[src/rtl/seg_scan_if.sv]
// Handshake and display-pin bundle for the seven-segment scan controller.
interface seg_scan_if #(
   parameter int DIGITS = 4
) ();
   logic                  enable;
   logic                  load;
   logic [4*DIGITS-1:0]   value;
   logic [DIGITS-1:0]     dp_mask;
   logic                  load_ack;
   logic                  frame_tick;
   logic [DIGITS-1:0]     anodes;
   logic [6:0]            segs;
   logic                  dp;

   modport master (
      output enable,
      output load,
      output value,
      output dp_mask,
      input  load_ack,
      input  frame_tick,
      input  anodes,
      input  segs,
      input  dp
   );

   modport slave (
      input  enable,
      input  load,
      input  value,
      input  dp_mask,
      output load_ack,
      output frame_tick,
      output anodes,
      output segs,
      output dp
   );
endinterface

[src/rtl/seg_scan_ctrl.sv]
// Multiplexed common-anode seven-segment scanner with guard blanking and frame-synchronous commit.
// Optional build macro LEADING_ZERO_BLANK_EN blanks digits above the most significant nonzero nibble.
module seg_scan_ctrl #(
   parameter int DIGITS       = 4,
   parameter int TICK_DIV     = 357142,
   parameter int BLANK_CYCLES = 16
) (
   input logic       clk,
   input logic       reset,
   seg_scan_if.slave bus
);

   localparam int SHOW_CYCLES = TICK_DIV - BLANK_CYCLES;
   localparam int CNT_W       = (TICK_DIV > 2) ? $clog2(TICK_DIV) : 1;
   localparam int DIG_W       = $clog2(DIGITS);

   localparam logic [CNT_W-1:0] GUARD_LAST = CNT_W'(BLANK_CYCLES - 1);
   localparam logic [CNT_W-1:0] SHOW_LAST  = CNT_W'(SHOW_CYCLES - 1);
   localparam logic [DIG_W-1:0] DIG_LAST   = DIG_W'(DIGITS - 1);

   typedef enum logic [1:0] {
      IDLE  = 2'd0,
      GUARD = 2'd1,
      SHOW  = 2'd2
   } state_t;

   state_t               state, state_n;
   logic [DIG_W-1:0]     digit, digit_n;
   logic [CNT_W-1:0]     cnt, cnt_n;
   logic                 commit;

   logic [4*DIGITS-1:0]  pend_value;
   logic [DIGITS-1:0]    pend_dp;
   logic                 pend_valid;
   logic [4*DIGITS-1:0]  disp_value;
   logic [DIGITS-1:0]    disp_dp;

   logic [DIGITS-1:0]    anodes_n;
   logic [6:0]           segs_n;
   logic                 dp_n;
   logic                 lead_blank;
   logic [3:0]           nibble;

   // Active-low segment pattern, bit 6 = g down to bit 0 = a.
   function automatic logic [6:0] hex_decode(input logic [3:0] nib);
      case (nib)
         4'h0:    hex_decode = 7'b1000000;
         4'h1:    hex_decode = 7'b1111001;
         4'h2:    hex_decode = 7'b0100100;
         4'h3:    hex_decode = 7'b0110000;
         4'h4:    hex_decode = 7'b0011001;
         4'h5:    hex_decode = 7'b0010010;
         4'h6:    hex_decode = 7'b0000010;
         4'h7:    hex_decode = 7'b1111000;
         4'h8:    hex_decode = 7'b0000000;
         4'h9:    hex_decode = 7'b0010000;
         4'hA:    hex_decode = 7'b0001000;
         4'hB:    hex_decode = 7'b0000011;
         4'hC:    hex_decode = 7'b1000110;
         4'hD:    hex_decode = 7'b0100001;
         4'hE:    hex_decode = 7'b0000110;
         default: hex_decode = 7'b0001110;
      endcase
   endfunction

`ifdef LEADING_ZERO_BLANK_EN
   // Index of the highest nonzero nibble; 0 when the whole value is zero so digit 0 still shows.
   function automatic logic [DIG_W-1:0] msd_index(input logic [4*DIGITS-1:0] v);
      msd_index = '0;
      for (int i = 0; i < DIGITS; i++) begin
         if (v[4*i +: 4] != 4'h0) msd_index = DIG_W'(i);
      end
   endfunction

   assign lead_blank = (digit_n > msd_index(disp_value));
`else
   assign lead_blank = 1'b0;
`endif

   // Next-state: slot sequencing and frame-boundary commit detection.
   always_comb begin
      state_n = state;
      digit_n = digit;
      cnt_n   = cnt + CNT_W'(1);
      commit  = 1'b0;
      case (state)
         IDLE: begin
            cnt_n   = '0;
            digit_n = '0;
            if (bus.enable) begin
               state_n = GUARD;
               commit  = 1'b1;
            end
         end
         GUARD: begin
            if (cnt == GUARD_LAST) begin
               state_n = SHOW;
               cnt_n   = '0;
            end
         end
         SHOW: begin
            if (cnt == SHOW_LAST) begin
               state_n = GUARD;
               cnt_n   = '0;
               if (digit == DIG_LAST) begin
                  digit_n = '0;
                  commit  = 1'b1;
               end else begin
                  digit_n = digit + DIG_W'(1);
               end
            end
         end
         default: begin
            state_n = IDLE;
            cnt_n   = '0;
            digit_n = '0;
         end
      endcase
      if (!bus.enable) begin
         state_n = IDLE;
         digit_n = '0;
         cnt_n   = '0;
         commit  = 1'b0;
      end
   end

   // Output decode from the next state so the pins are registered.
   // The display buffer only changes on GUARD entry, which is blanked, so the current copy is safe here.
   always_comb begin
      anodes_n = '1;
      segs_n   = 7'h7F;
      dp_n     = 1'b1;
      nibble   = disp_value[{digit_n, 2'b00} +: 4];
      if (state_n == SHOW) begin
         anodes_n[digit_n] = 1'b0;
         segs_n            = lead_blank ? 7'h7F : hex_decode(nibble);
         dp_n              = ~disp_dp[digit_n];
      end
   end

   always_ff @(posedge clk) begin
      if (reset) begin
         state          <= IDLE;
         digit          <= '0;
         cnt            <= '0;
         pend_value     <= '0;
         pend_dp        <= '0;
         pend_valid     <= 1'b0;
         disp_value     <= '0;
         disp_dp        <= '0;
         bus.anodes     <= '1;
         bus.segs       <= 7'h7F;
         bus.dp         <= 1'b1;
         bus.load_ack   <= 1'b0;
         bus.frame_tick <= 1'b0;
      end else begin
         state <= state_n;
         digit <= digit_n;
         cnt   <= cnt_n;

         // A load in the commit cycle lands in pending after the old contents are committed.
         if (bus.load) begin
            pend_value <= bus.value;
            pend_dp    <= bus.dp_mask;
            pend_valid <= 1'b1;
         end else if (commit) begin
            pend_valid <= 1'b0;
         end

         if (commit && pend_valid) begin
            disp_value <= pend_value;
            disp_dp    <= pend_dp;
         end

         bus.load_ack   <= commit & pend_valid;
         bus.frame_tick <= commit;
         bus.anodes     <= anodes_n;
         bus.segs       <= segs_n;
         bus.dp         <= dp_n;
      end
   end

endmodule

[src/flat_wrapper.sv]
// flat-port wrapper written by rule: the top's interface ports become plain ports
module seg_scan_ctrl_flat 
#(
   parameter int DIGITS       = 4,
   parameter int TICK_DIV     = 357142,
   parameter int BLANK_CYCLES = 16
)
  (clk, reset, bus_enable, bus_load, bus_value, bus_dp_mask, bus_load_ack, bus_frame_tick, bus_anodes, bus_segs, bus_dp);
  seg_scan_if #(.DIGITS(DIGITS)) bus_i ();
  input logic clk;
  input logic reset;
  input wire logic [$bits(bus_i.enable)-1:0] bus_enable;
  input wire logic [$bits(bus_i.load)-1:0] bus_load;
  input wire logic [$bits(bus_i.value)-1:0] bus_value;
  input wire logic [$bits(bus_i.dp_mask)-1:0] bus_dp_mask;
  output wire logic [$bits(bus_i.load_ack)-1:0] bus_load_ack;
  output wire logic [$bits(bus_i.frame_tick)-1:0] bus_frame_tick;
  output wire logic [$bits(bus_i.anodes)-1:0] bus_anodes;
  output wire logic [$bits(bus_i.segs)-1:0] bus_segs;
  output wire logic [$bits(bus_i.dp)-1:0] bus_dp;
  assign bus_i.enable = bus_enable;
  assign bus_i.load = bus_load;
  assign bus_i.value = bus_value;
  assign bus_i.dp_mask = bus_dp_mask;
  assign bus_load_ack = bus_i.load_ack;
  assign bus_frame_tick = bus_i.frame_tick;
  assign bus_anodes = bus_i.anodes;
  assign bus_segs = bus_i.segs;
  assign bus_dp = bus_i.dp;
  seg_scan_ctrl #(.DIGITS(DIGITS), .TICK_DIV(TICK_DIV), .BLANK_CYCLES(BLANK_CYCLES)) u_core (.clk(clk), .reset(reset), .bus(bus_i));
endmodule
[config.mk]
export PLATFORM = sky130hd
export DESIGN_NAME = seg_scan_ctrl_flat
export DESIGN_NICKNAME = d
export VERILOG_FILES = /design/src/rtl/seg_scan_if.sv /design/src/rtl/seg_scan_ctrl.sv /design/src/flat_wrapper.sv
export SDC_FILE = /design/constraint.sdc
export NUM_CORES = 1
export LEC_CHECK = 0
export CELL_PAD_IN_SITES_DETAIL_PLACEMENT = 1
export CELL_PAD_IN_SITES_GLOBAL_PLACEMENT = 2
export CORE_MARGIN = 3
export CORE_UTILIZATION = 35
export DETAILED_ROUTE_END_ITERATION = 10
export HOLD_SLACK_MARGIN = 0.15
export PLACE_DENSITY_LB_ADDON = 0.25
export SLEW_MARGIN = 20
export SYNTH_ARGS = -nofsm -noshare
export SYNTH_HDL_FRONTEND = slang
export SYNTH_SLANG_ARGS = --single-unit
[constraint.sdc]
create_clock -name clk -period 3.5 [get_ports clk]
set_input_delay 0.875 -clock clk [delete_from_list [all_inputs] [get_ports clk]]
set_output_delay 0.875 -clock clk [all_outputs]
set_load 0.03 [all_outputs]
==> results of run 1 <==
## placed cells by master, fill, tap and decap left out, drive strengths merged, types with 9 or more instances in the layout
| master | n |
|---|---|
| clkdlybuf4s50 | 36 |
| clkbuf | 9 |
| and3 | 9 |
| mux2i | 47 |
| buf | 9 |
| inv | 12 |
| nand3 | 14 |
| dfxtp | 78 |
| nand2 | 14 |
| ha | 13 |
| nor2 | 66 |
## layer usage
layer | track usage | wire length, um | up-vias
li1 | - | - | 1339
met1 | 0.174 | 3590 | 1310
met2 | 0.269 | 4190 | 37
met3 | 0.0404 | 241 | 6
met4 | 0.0444 | 87 | 0
met5 | 0 | 0 | -
## state kept, by name, indices dropped and copies added, names as in the netlist
signal	count
u_core.pend_dp	4
u_core.pend_valid	1
u_core.state	2
u_core.cnt	19
u_core.digit	2
u_core.disp_value	16
u_core.bus.anodes	4
u_core.bus.segs	7
u_core.disp_dp	4
u_core.bus.load_ack	1
u_core.pend_value	16
u_core.bus.frame_tick	1
u_core.bus.dp	1
## metrics by stage
step / cells / hold WS (ns) / setup WS, ns
2_1_floorplan: 358 / 0.430 / 0.674
3_3_place_gp: 516 / 0.448 / 0.209
3_5_place_dp: 516 / 0.460 / 0.0991
4_1_cts: 532 / 0.481 / 0.332
5_1_grt: 532 / 0.520 / 0.145
6_report: 532 / 0.473 / 0.356
## area by class of cell
type	count	area [um^2]
clock buffers	9	124
repair buffers	45	425
clock inverters	7	63.8
flip-flops and latches	78	1560
inverters	8	30.0
well taps	129	161
multi-input cells	256	1830
fillers	1129	5270
## how the worst min path moves through the flow
stage | end | slack [ns] | cells past startpoint
floorplan | u_core.cnt[0]$_SDFF_PP0_ | 0.43 | 1
global placement | u_core.cnt[0]$_SDFF_PP0_ | 0.45 | 1
detailed placement | u_core.cnt[0]$_SDFF_PP0_ | 0.46 | 1
CTS | u_core.cnt[0]$_SDFF_PP0_ | 0.48 | 1
global route | u_core.cnt[0]$_SDFF_PP0_ | 0.52 | 1
finish | u_core.cnt[0]$_SDFF_PP0_ | 0.47 | 1
## cells in the mapped netlist (2+ instances only)
library cell,n
a211oi_1,3
a21oi_1,6
a221o_1,2
a31oi_1,3
and2_1,4
and3_1,9
buf_1,4
buf_2,2
clkbuf_1,8
dfxtp_1,78
ha_1,13
inv_1,8
mux2i_1,47
nand2_1,13
nand2b_1,2
nand3_1,14
nor2_1,66
nor3_1,6
nor3b_1,2
nor4_1,2
nor4_4,3
o211ai_1,2
o21ai_0,6
o21ai_1,2
o311a_1,2
or2_1,2
or3_1,7
xnor2_1,8
xor2_1,7
## worst max-delay path, delay by kind of cell (launching register included)
| kind | cells | cell delay, ns |
|---|---|---|
| AND/OR/NAND/NOR | 5 | 1.44 |
| flip-flops | 1 | 0.45 |
| multiplexers | 2 | 0.40 |
| AO/OA/AOI/OAI | 1 | 0.35 |
| adder cells (fa/ha/maj) | 1 | 0.25 |
| buffers and inverters | 1 | 0.17 |
## where the power goes
group	internal [uW]	leakage [uW]	switching, uW
clock network	274	0.0000903	380
logic	56.8	0.000962	52.5
registers	907	0.000634	12.5
## logic make-up (layout without fill, tap and decap cells)
| group | count (synthesis) | count (layout) |
|---|---|---|
| buf+inv | 24 | 69 |
| flops | 78 | 78 |
| compound gates | 41 | 41 |
| fa+ha+maj | 13 | 13 |
| mux | 49 | 49 |
| xor+xnor | 15 | 15 |
| simple gates | 138 | 138 |
==> impl_metrics.tcl, run 1 <==
set metrics [dict create \
    synth_warnings 0 \
    worst_path_largest_cell_delay_ns 0.45 \
    post-cts-setup-buffer-count 0 \
    cell_repeated_most_along_the_worst_path "mux2i_1" \
    final-setup-viol-count 0 \
    grt_start_max_net_pins 44 \
    number_of_h_tree_branching_levels 3 \
    drt-pass1-iter-count 4 \
    vdd_drop_max_uv 283 \
    syn_nets 395 \
    gpl_wtd_cong 0.880 \
    postLayoutCoreUtil 0.443 \
    vias_in_the_first_global_route 2742 \
    final_antenna_net_count 0 \
    slew_headroom 0.560 \
    startpoint "u_core.cnt[12]$_SDFF_PP0_" \
    max_freq_mhz 318 \
    cellLeakagePower_uw 0.00169 \
    die_y_um 106 \
    ff2ff_setup_slack_ns 0.36 \
    crit_end "u_core.bus.segs[0]$_SDFF_PP1_" \
    total_core_area_um2 9460 \
    synthesized_area_fraction_occupied_by_xor_and_xnor_cells 0.0376 \
    ys_seq_area_frac 0.447 \
    drive_gt1_frac 0.0918 \
    synth_top_family_by_area "simple AND/OR/NAND/NOR gates" \
    drc 0 \
    hp-start "u_core.cnt[0]$_SDFF_PP0_" \
    placed_cell_area_um2 4010 \
    dominantRegCellSynth "dfxtp_1" \
    post-route-cell-area_um2 4190 \
    worstPathRequired_ns 3.76 \
    async_reset_ff_frac 0 \
    post_synth_instance_area_um2 3490 \
    final_max_slew_viol_count 0 \
    postRouteWirelength_mm 8.10 \
    cts.sinks 78 \
    cts_inserted_buffers 9 \
    r2r-end "u_core.bus.segs[0]$_SDFF_PP1_" \
    placement.io_buffers 37 \
    hold_path.class "reg -> reg" \
    synth_top_area_share 0.447 \
    avgRoutedWirePerCell_um 15.2 \
    yosys.area.top_type "dfxtp_1" \
    grt_overflow 0 \
    critical_path.startpoint_type "flop" \
    initial_core_util 0.369 \
    arrival_time_at_the_worst_endpoint_ns 3.40 \
    critical_path.slowest_cell "dfxtp_1" \
    synth-simple-area-share 0.204 \
    clock_input_transition_at_the_sequential_cells_of_the_worst_setup_and_hold_paths_ns 0.10 \
    tightestPinTransition_ns 0.659 \
    synthesized_area_divided_by_synthesized_cell_count_um2 9.75 \
    dp_hpwl_mm 5.96 \
    syn_inst 358 \
    top_post_synthesis_cells_by_area "dfxtp_1 45%, mux2i_1 13%, nor2_1 7.1%" \
    via_per_inst 5.06 \
    hold_violations 0 \
    timing.critical_path.fanout_max 6 \
    boundaryPins 38 \
    clk_lat_worst_skew_ns 0.36 \
    hold_buffers 0 \
    num_antenna_cells 0 \
    tritoncts_clock_tree "done" \
    grt_first_pass_wirelength_mm 13.4 \
    max_cap_violations 0 \
    num_vias 2692 \
    syn2layout_area_growth_pct 20.1 \
    finalSetupTns_ns 0 \
    clock-skew-final_ns 0.0180 \
    post_synthesis_compound_gate_area_fraction 0.0906 \
    synth_seq_cells 78 \
    die_area_um2 11200 \
    global_route_total_usage_across_every_layer 0.150 \
    antenna_violations_before_repair 0 \
    pwr_density_cell_nw_per_um2 401 \
    row_count 35 \
    reg2reg_launch_point "u_core.cnt[12]$_SDFF_PP0_" \
    worstPathCellList "nand3_1, nand4bb_1, nor4_4, o31a_1, mux2i_1, mux2i_1, buf_4, ha_1, or3_1, nor3b_1" \
    status "completed" \
    critical_path.endpoint_type "flop" \
    rsz_0062_raised_after_global_routing "no" \
    final.min_clock_period_ns 3.14 \
    die_w_um 106 \
    fin_total_pwr_uw 1680 \
    drt_iter0_markers 89 \
    synth_cell_type_count 56 \
    worst_r2r_path_depth 10 \
    cts-root-to-sink-buffers 2 \
    design.final.nets 435 \
    critical_path_class "reg -> reg" \
    synth.area.mux_share 0.144 \
    cts-root-buf "clkbuf_8" \
    final_min_period_over_clock_period 0.898 \
    number_of_synthesized_flops_with_an_enable_pin 0 \
    synth_fa_ha_area_frac 0.0466 \
    post_cts_sizing_count 0 \
]
Note: power is estimated with default switching activity, not from simulation.
==> inputs of run 2 (changes only) <==
--- a/config.mk
+++ b/config.mk
@@ -12,7 +12,6 @@
 export DETAILED_ROUTE_END_ITERATION = 10
 export HOLD_SLACK_MARGIN = 0.15
 export PLACE_DENSITY_LB_ADDON = 0.25
-export SLEW_MARGIN = 20
 export SYNTH_ARGS = -nofsm -noshare
 export SYNTH_HDL_FRONTEND = slang
 export SYNTH_SLANG_ARGS = --single-unit
==> results of run 2 <==
Final layout, timing and power as in run 1 (identical DEF).
==> inputs of run 3 (changes only) <==
--- a/config.mk
+++ b/config.mk
@@ -9,9 +9,10 @@
 export CELL_PAD_IN_SITES_GLOBAL_PLACEMENT = 2
 export CORE_MARGIN = 3
 export CORE_UTILIZATION = 35
+export CTS_CLUSTER_DIAMETER = 30
 export DETAILED_ROUTE_END_ITERATION = 10
 export HOLD_SLACK_MARGIN = 0.15
-export PLACE_DENSITY_LB_ADDON = 0.25
+export PLACE_DENSITY_LB_ADDON = 0.1
 export SYNTH_ARGS = -nofsm -noshare
 export SYNTH_HDL_FRONTEND = slang
 export SYNTH_SLANG_ARGS = --single-unit
==> impl_metrics.tcl, run 3 (synthesis gave the netlist of run 1 again) <==
set metrics [dict create \
    avgRoutedWirePerCell_um 15.0 \
    post-cts-setup-buffer-count 0 \
    design.final.nets 436 \
    critical_path.startpoint_type "flop" \
    top_regs "u_core.cnt (19), u_core.disp_value (16), u_core.pend_value (16)" \
    cell_repeated_most_along_the_worst_path "mux2i_1" \
    drc 0 \
    postRouteWirelength_mm 7.98 \
    cellLeakagePower_uw 0.00170 \
    fin_total_pwr_uw 1690 \
    tritoncts_clock_tree "done" \
    vdd_drop_max_uv 173 \
    startpoint "u_core.cnt[12]$_SDFF_PP0_" \
    grt_overflow 0 \
    ff2ff_setup_slack_ns 0.41 \
    die_w_um 106 \
    clock-skew-final_ns 0.0191 \
    worst_path_largest_cell_delay_ns 0.44 \
    tightestPinTransition_ns 0.732 \
    cts-root-buf "clkbuf_8" \
    status "completed" \
    reg2reg_launch_point "u_core.cnt[12]$_SDFF_PP0_" \
    drive_gt1_frac 0.0916 \
    timing.critical_path.fanout_max 6 \
    largest-register "u_core.cnt" \
    placement.io_buffers 37 \
    cts.sinks 78 \
    grt_start_max_net_pins 46 \
    combined_flip_flop_and_latch_cell_area_um2 1560 \
    antenna_violations_before_repair 0 \
    hold_violations 0 \
    max_cap_violations 0 \
    max_freq_mhz 324 \
    placed_cell_area_um2 4010 \
    total_core_area_um2 9460 \
    number_of_h_tree_branching_levels 3 \
    r2r-end "u_core.bus.segs[0]$_SDFF_PP1_" \
    final.min_clock_period_ns 3.09 \
    final_min_period_over_clock_period 0.882 \
    num_vias 2684 \
    clk_lat_worst_skew_ns 0.35 \
    final_max_slew_viol_count 0 \
    final_cell_mix "78 x dfxtp_1, 66 x nor2_1, 47 x mux2i_1" \
    drt_iter0_markers 56 \
    mostFrequentLayoutCell "dfxtp_1" \
    final_antenna_net_count 0 \
    pwr_density_cell_nw_per_um2 402 \
    via_per_inst 5.04 \
    worstPathRequired_ns 3.75 \
    cts-root-to-sink-buffers 2 \
    initial_core_util 0.369 \
    critical_path.endpoint_type "flop" \
    hold_buffers 0 \
    rsz_0062_raised_after_global_routing "no" \
    syn2layout_area_growth_pct 20.4 \
    arrival_time_at_the_worst_endpoint_ns 3.34 \
    hold_path.class "reg -> reg" \
    final-setup-viol-count 0 \
    worstPathCellList "nand3_1, nand4bb_1, nor4_4, o31a_1, mux2i_1, mux2i_1, buf_4, ha_1, or3_1, nor3b_1" \
    die_area_um2 11200 \
    critical_path.slowest_cell "dfxtp_1" \
    die_y_um 106 \
    row_count 35 \
    grt_first_pass_wirelength_mm 13.9 \
    multi_input_comb_area_um2 1830 \
    global_route_total_usage_across_every_layer 0.153 \
    num_antenna_cells 0 \
    boundaryPins 38 \
    drt-pass1-iter-count 4 \
    largest_register_ffs 19 \
    slew_headroom 0.512 \
    finalSetupTns_ns 0 \
    gpl_wtd_cong 0.830 \
    critical_path_class "reg -> reg" \
    worst_r2r_path_depth 10 \
    finalHoldWorstSlack_ns 0.476 \
    fillCellCount 1108 \
    post_cts_sizing_count 0 \
    clock_input_transition_at_the_sequential_cells_of_the_worst_setup_and_hold_paths_ns 0.09 \
    vias_in_the_first_global_route 2777 \
    crit_end "u_core.bus.segs[0]$_SDFF_PP1_" \
    post-route-cell-area_um2 4200 \
    cts_inserted_buffers 9 \
    dp_hpwl_mm 5.95 \
]
run 3: cell count changes in the layout (fill, tap and decap cells not counted):
cell | previous run | this run
inv_8 | 2 | 0
inv_6 | 2 | 0
clkinv_2 | 0 | 3
clkbuf_1 | 0 | 1
clkinvlp_4 | 2 | 0
buf_4 | 8 | 9
clkinv_4 | 1 | 2
bufinv_16 | 0 | 1
run 3: layout make-up:
type | count | share of cell area
Multi-Input combinational cell | 256 | 0.435
Sequential cell | 78 | 0.372
Timing Repair Buffer | 46 | 0.103
Tap cell | 129 | 0.0384
Clock buffer | 10 | 0.0304
Clock inverter | 6 | 0.0149
Inverter | 8 | 0.00714
run 3: worst min-delay path by stage:
stage | start | to | slack [ns] | cells after the start
global route | u_core.cnt[0]$_SDFF_PP0_ | u_core.cnt[0]$_SDFF_PP0_ | 0.51 | 1
finish | u_core.cnt[0]$_SDFF_PP0_ | u_core.cnt[0]$_SDFF_PP0_ | 0.48 | 1
global placement | u_core.cnt[0]$_SDFF_PP0_ | u_core.cnt[0]$_SDFF_PP0_ | 0.44 | 1
floorplan | u_core.cnt[0]$_SDFF_PP0_ | u_core.cnt[0]$_SDFF_PP0_ | 0.43 | 1
detailed placement | u_core.cnt[0]$_SDFF_PP0_ | u_core.cnt[0]$_SDFF_PP0_ | 0.46 | 1
CTS | u_core.cnt[0]$_SDFF_PP0_ | u_core.cnt[0]$_SDFF_PP0_ | 0.48 | 1
run 3: through the flow:
stage | setup slack [ns] | cells | utilization
5_1_grt | 0.123 | 533 | 0.444
2_1_floorplan | 0.674 | 358 | -
3_3_place_gp | 0.102 | 517 | 0.424
4_1_cts | 0.390 | 533 | 0.444
6_report | 0.411 | 533 | 0.444
3_5_place_dp | 0.0230 | 517 | 0.424
run 3: routing by layer:
layer	global-route usage	part of all wire
met5	0	0
met4	0.0444	0.012
met3	0.0343	0.032
met2	0.275	0.50
met1	0.182	0.45
run 3: worst max-delay path, delay by kind of cell (launching register included):
kind            cells  cell delay [ns]
compound gates      1             0.34
simple gates        5             1.46
fa+ha+maj           1             0.25
flops               1             0.44
mux                 2             0.33
buf+inv             1             0.18
run 3: power breakdown:
part	total (uW)	switching, uW	internal (uW)	leakage [uW]
registers	920	12.9	907	0.000634
clock network	661	332	329	0.000100
logic	107	51.6	55.7	0.000969
total	1690	397	1290	0.00170
